===== src/rtl/seg_display_ctrl.sv =====
// -----------------------------------------------------------------------------
// seg_display_ctrl
//   Seven-segment display controller. Picks one of three 14-bit parameter
//   values (frequency, amplitude, duty) by MODE, saturates it to 9999, converts
//   it to packed BCD with a sequential shift-add-3 engine and commits BCD,
//   decimal-point index and overflow flag together. Also divides CLK down to
//   the digit-scan clock.
//
// Ports
//   CLK        in   system clock
//   RESET_N    in   asynchronous active-low reset
//   MODE       in   [1:0]  00 FREQ, 01 AMP, 10 DUTY, 11 blank
//   FREQ/AMP/DUTY          in [13:0] unsigned source values
//   FREQ_DP/AMP_DP/DUTY_DP in [1:0]  decimal-point digit index per source
//   BCD        out  [15:0] packed BCD, [3:0] least significant digit
//   DECIMAL    out  [1:0]  decimal-point digit index
//   OVER       out  displayed value was saturated
//   BUSY       out  conversion in progress
//   SCAN_CLK   out  digit-scan clock, 50% duty, period 2*SCAN_DIV
// -----------------------------------------------------------------------------
module seg_display_ctrl #(
   parameter int SCAN_DIV   = 100000,
   parameter int UPDATE_DIV = 10000000
) (
   input  logic        CLK,
   input  logic        RESET_N,
   input  logic [1:0]  MODE,
   input  logic [13:0] FREQ,
   input  logic [13:0] AMP,
   input  logic [13:0] DUTY,
   input  logic [1:0]  FREQ_DP,
   input  logic [1:0]  AMP_DP,
   input  logic [1:0]  DUTY_DP,
   output logic [15:0] BCD,
   output logic [1:0]  DECIMAL,
   output logic        OVER,
   output logic        BUSY,
   output logic        SCAN_CLK
);

   localparam int SCW = (SCAN_DIV > 1) ? $clog2(SCAN_DIV) : 1;
   localparam int UPW = $clog2(UPDATE_DIV);
   localparam logic [SCW-1:0] SCAN_LAST = SCW'(SCAN_DIV - 1);
   localparam logic [UPW-1:0] UPD_LAST  = UPW'(UPDATE_DIV - 1);
   localparam logic [13:0]    MAX_VAL   = 14'd9999;
   localparam logic [1:0]     MODE_BLANK = 2'b11;

   typedef enum logic [1:0] {
      S_IDLE,
      S_LOAD,
      S_SHIFT,
      S_COMMIT
   } state_t;

   state_t          r_state;
   logic [SCW-1:0]  r_scan_cnt;
   logic            r_scan_clk;
   logic [UPW-1:0]  r_upd_cnt;
   logic            r_pending;
   logic [1:0]      r_last_mode;
   logic [13:0]     r_operand;
   logic [15:0]     r_acc;
   logic [3:0]      r_iter;
   logic            r_ovf;
   logic [1:0]      r_dp;
   logic [15:0]     r_bcd;
   logic [1:0]      r_decimal;
   logic            r_over;
   logic            r_busy;

   logic            w_tick;
   logic            w_mode_chg;
   logic            w_req;
   logic [13:0]     w_sel_val;
   logic [1:0]      w_sel_dp;
   logic [15:0]     w_acc_adj;

   assign BCD      = r_bcd;
   assign DECIMAL  = r_decimal;
   assign OVER     = r_over;
   assign BUSY     = r_busy;
   assign SCAN_CLK = r_scan_clk;

   // Scan divider: free-running, independent of the conversion FSM.
   always_ff @(posedge CLK or negedge RESET_N) begin
      if (!RESET_N) begin
         r_scan_cnt <= '0;
         r_scan_clk <= 1'b0;
      end else if (r_scan_cnt == SCAN_LAST) begin
         r_scan_cnt <= '0;
         r_scan_clk <= ~r_scan_clk;
      end else begin
         r_scan_cnt <= r_scan_cnt + 1'b1;
      end
   end

   // Periodic refresh timer.
   always_ff @(posedge CLK or negedge RESET_N) begin
      if (!RESET_N) begin
         r_upd_cnt <= '0;
      end else if (r_upd_cnt == UPD_LAST) begin
         r_upd_cnt <= '0;
      end else begin
         r_upd_cnt <= r_upd_cnt + 1'b1;
      end
   end

   assign w_tick     = (r_upd_cnt == UPD_LAST);
   assign w_mode_chg = (MODE != r_last_mode);
   assign w_req      = w_tick | w_mode_chg | r_pending;

   always_comb begin
      w_sel_val = '0;
      w_sel_dp  = '0;
      case (MODE)
         2'b00: begin w_sel_val = FREQ; w_sel_dp = FREQ_DP; end
         2'b01: begin w_sel_val = AMP;  w_sel_dp = AMP_DP;  end
         2'b10: begin w_sel_val = DUTY; w_sel_dp = DUTY_DP; end
         default: begin w_sel_val = '0; w_sel_dp = '0; end
      endcase
   end

   // Add 3 to every BCD nibble >= 5 ahead of the shift.
   always_comb begin
      w_acc_adj = r_acc;
      for (int unsigned i = 0; i < 4; i++) begin
         if (r_acc[i*4 +: 4] >= 4'd5) begin
            w_acc_adj[i*4 +: 4] = r_acc[i*4 +: 4] + 4'd3;
         end
      end
   end

   always_ff @(posedge CLK or negedge RESET_N) begin
      if (!RESET_N) begin
         r_state     <= S_IDLE;
         r_pending   <= 1'b1;
         r_last_mode <= '0;
         r_operand   <= '0;
         r_acc       <= '0;
         r_iter      <= '0;
         r_ovf       <= 1'b0;
         r_dp        <= '0;
         r_bcd       <= '1;
         r_decimal   <= '0;
         r_over      <= 1'b0;
         r_busy      <= 1'b0;
      end else begin
         // While busy, remember any request for after the current commit.
         // last_mode is only refreshed at the end of LOAD, so the mode
         // comparison is ignored in LOAD to avoid re-triggering on the very
         // change that started this conversion.
         if (r_state != S_IDLE) begin
            if (w_tick || ((r_state != S_LOAD) && w_mode_chg)) begin
               r_pending <= 1'b1;
            end
         end

         case (r_state)
            S_IDLE: begin
               if (w_req) begin
                  r_state   <= S_LOAD;
                  r_busy    <= 1'b1;
                  r_pending <= 1'b0;
               end
            end
            S_LOAD: begin
               r_last_mode <= MODE;
               r_dp        <= w_sel_dp;
               if (w_sel_val > MAX_VAL) begin
                  r_operand <= MAX_VAL;
                  r_ovf     <= 1'b1;
               end else begin
                  r_operand <= w_sel_val;
                  r_ovf     <= 1'b0;
               end
               r_acc   <= '0;
               r_iter  <= '0;
               r_state <= S_SHIFT;
            end
            S_SHIFT: begin
               r_acc     <= {w_acc_adj[14:0], r_operand[13]};
               r_operand <= {r_operand[12:0], 1'b0};
               r_iter    <= r_iter + 1'b1;
               if (r_iter == 4'd13) begin
                  r_state <= S_COMMIT;
               end
            end
            S_COMMIT: begin
               if (r_last_mode == MODE_BLANK) begin
                  r_bcd     <= '1;
                  r_decimal <= '0;
                  r_over    <= 1'b0;
               end else begin
                  r_bcd     <= r_acc;
                  r_decimal <= r_dp;
                  r_over    <= r_ovf;
               end
               r_busy  <= 1'b0;
               r_state <= S_IDLE;
            end
            default: begin
               r_state <= S_IDLE;
               r_busy  <= 1'b0;
            end
         endcase
      end
   end

endmodule


===== config.mk =====
export PLATFORM = sky130hd
export DESIGN_NAME = seg_display_ctrl
export DESIGN_NICKNAME = d
export VERILOG_FILES = /design/src/rtl/seg_display_ctrl.sv
export SDC_FILE = /design/constraint.sdc
export NUM_CORES = 1
export LEC_CHECK = 0
export CORE_MARGIN = 2
export CORE_UTILIZATION = 30
export CTS_CLUSTER_DIAMETER = 50
export DETAILED_ROUTE_END_ITERATION = 8
export SETUP_SLACK_MARGIN = 0.2
export SLEW_MARGIN = 20
export SYNTH_ARGS = -nofsm -noshare
export SYNTH_HDL_FRONTEND = slang
export SYNTH_SLANG_ARGS = --single-unit

===== constraint.sdc =====
create_clock -name CLK -period 2.8 [get_ports CLK]
set_input_delay 0.7 -clock CLK [delete_from_list [all_inputs] [get_ports CLK]]
set_output_delay 0.7 -clock CLK [all_outputs]
set_load 0.01 [all_outputs]

==> results.json <==
{
  "leakage_nw": 2.74,
  "synth_largest_area_cell": "dfrtp_1",
  "tns_ps": 0,
  "slowest_delay_ps": 570,
  "status": "finished clean",
  "finalCritPeriodShare_pct": 87.6,
  "min_period_ps": 2450,
  "clkPwrFrac_pct": 26.1,
  "yosys_warnings": 0,
  "core_area_mm2": 0.0172,
  "chipHeight_um": 136,
  "finalMaxSlewViolations": 0,
  "max_freq_mhz": 408,
  "cp_slowest_cell": "clkdlybuf4s50_1",
  "initial_core_util_pct": 30.5,
  "tightest_slew_ps": 624,
  "die_w_um": 136,
  "rows": 48,
  "via_per_inst": 4.90,
  "h-tree-depth": 3,
  "p_seq_share_pct": 42.5,
  "power.density_mw_per_mm2": 742,
  "diodes": 0,
  "dp_hpwl_um": 8120,
  "rsz0062_at_grt": "no",
  "grt_pass1_wl_um": 19400,
  "dieArea_mm2": 0.0186,
  "hold_buffers": 0,
  "cts-root-buf": "clkbuf_16",
  "yosysSeqAreaShare_pct": 49.9,
  "path_clk_slew_ps": 60,
  "p_int_w": 0.00339,
  "fin_util_pct": 38.2,
  "pwr-share-comb_pct": 31.4,
  "port_buffers": 72,
  "synth_edf_count": 0,
  "cts_sinks": 104,
  "fillers": 1676,
  "yosysMostFrequentCell": "dfrtp_1",
  "drt-total-wl_um": 11200,
  "ys_ff_latch": 104,
  "cp_max_fo": 18,
  "crit_type": "in -> reg",
  "firstDrtPassIters": 4,
  "synth_cell_types": 53,
  "cts_tree": "yes",
  "grt_max_degree": 48,
  "cts_buffers": 9,
  "hold_viol_final": 0,
  "hp-class": "in -> async",
  "cts_buffer_depth": 2,
  "avgSynthCellArea_um2": 10.2,
  "peakVddDrop_v": 0.000410,
  "cap_violations": 0,
  "finalClockSkew_ps": 8.12,
  "netlist_area_mm2": 0.00526,
  "cp-end-kind": "flip-flop",
  "async_reset_ff_share_pct": 100,
  "netlist_instances": 514,
  "swShare_pct": 30.6,
  "relSlewSlack_pct": 58.4,
  "cts_setup_buffers": 0,
  "synth_nets": 583,
  "grt_pass1_vias": 4059,
  "ioPinCount": 73,
  "syn2layout_area_growth_pct": 25.2,
  "crit_arrival_ps": 2700,
  "drtAntennaViolNets": 0,
  "drc": 0,
  "overflow": 0,
  "synthTopCellsByArea": "dfrtp_1 41%, dfstp_2 8.5%, xnor2_1 5.5%",
  "nNetsFinal": 658,
  "drive_gt1_share_pct": 9.60,
  "setup_viol": 0,
  "synth_flop_cell": "dfrtp_1",
  "start_kind": "primary input",
  "gp_congestion": 0.759,
  "antenna_found_initial": 0,
  "cp_cell_sequence": "clkdlybuf4s50_1 > buf_8 > mux2i_1 > a2bb2oi_1 > a21boi_2 > or2_1 > o31ai_1",
  "required_ps": 3050,
  "clk_latency_ps": 350,
  "vias": 4013,
  "wl_per_cell_um": 13.7,
  "synth_common_cells": "87 x dfrtp_1, 40 x nor2_1, 35 x inv_1",
  "grt.total_usage_pct": 13.0,
  "drt_iter0_drc": 230,
  "switching_power_w": 0.00150,
  "netlist.area_leader.share_pct": 41.4
}
==> state kept, by name, indices dropped and copies added, names as in the netlist <==
register,count
r_dp,2
r_acc,16
r_ovf,1
r_operand,14
r_iter,4
r_last_mode,2
r_upd_cnt,24
r_scan_cnt,17
BUSY,1
r_state,2
SCAN_CLK,1
DECIMAL,2
BCD,16
r_pending,1
OVER,1
==> power groups by stage <==
stage	Sequential [W]	Clock, W	Combinational [W]
floorplan	0.00211	0	0.000919
global placement	0.00209	0	0.00148
detailed placement	0.00211	0	0.00153
CTS	0.00208	0.00132	0.00154
global route	0.00212	0.00138	0.00172
finish	0.00208	0.00128	0.00153
==> stage by stage <==
step	hold slack (ps)	std cells	setup slack, ps	total power, W	area, um^2
floorplan	404	514	687	0.00303	5260
global route	429	819	218	0.00522	6590
CTS	395	819	231	0.00495	6560
global placement	456	803	-156	0.00358	6260
detailed placement	459	803	-303	0.00365	6260
finish	368	819	348	0.00489	6590
==> worst max-delay path: cells and delay by family <==
family,cells,cell delay (ps)
buffers and inverters,2,800
muxes,1,210
and+or+nand+nor,1,290
AOI/OAI and AO/OA,3,690
==> repair_timing <==
action | 4_1_cts | 5_1_grt
resized for setup | 1 | 5
setup endpoints to repair | 9 | 7
hold endpoints to repair | 0 | 0
==> metal layers <==
metal	vias to the layer above	track usage, %	wire length [um]
met5	-	0	0
met4	0	4.51	213
met3	15	2.91	428
met2	86	21.5	5180
met1	1942	16.7	5400
li1	1970	-	-
==> final timing paths <==
path / start / end / slack (ps) / depth (start not counted)
max: MODE[0] / r_operand[6]$_DFFE_PN0P_ / 350 / 7
min: RESET_N / r_acc[12]$_DFFE_PN0P_ / 370 / 1
max reg2reg: r_scan_cnt[12]$_DFF_PN0_ / r_scan_cnt[1]$_DFF_PN0_ / 860 / 3
min reg2reg: SCAN_CLK$_DFFE_PN0N_ / SCAN_CLK$_DFFE_PN0N_ / 470 / 1
max in group asynchronous: RESET_N / r_scan_cnt[16]$_DFF_PN0_ / 1710 / 2
min in group CLK: SCAN_CLK$_DFFE_PN0N_ / SCAN_CLK$_DFFE_PN0N_ / 470 / 1
==> area by class of cell <==
type                       count  area (um^2)  share of cell area (%)
clock inverter                 3         42.5                   0.646
clock buffer                  13          260                    3.95
inverter                      36          135                    2.05
tap                          225          282                    4.28
sequential                   104         2620                    39.8
timing repair buffer          84          828                    12.6
multi-input combinational    354         2410                    36.7
==> cells in the final DEF, fill, tap and decap left out, types with 5 or more instances in the layout <==
master            n
inv_1            35
nand2b_1          6
nor3_1           18
clkbuf_16         9
and4_1            5
a2bb2oi_1         5
dfstp_2          17
nand3_1          20
nand4_1          10
dfrtp_1          87
xor2_1           13
mux2i_1          16
xnor2_1          33
clkdlybuf4s50_1  71
o22a_1           16
a21oi_1          28
o22ai_1          20
and3_1            5
o21ai_0          19
ha_1             17
nand2_1          33
buf_4            11
nor2_1           40
==> cells by family after synthesis <==
group                    Yosys count  synth area share (%)
AND/OR/NAND/NOR                  162                  16.3
AO/OA/AOI/OAI                    110                  13.8
flip-flops                       104                  49.9
buffers and inverters             56                  4.55
XOR/XNOR                          46                  7.66
multiplexers                      19                  3.69
adder cells (fa/ha/maj)           17                  4.05
Power figures use the tool's default switching activity.
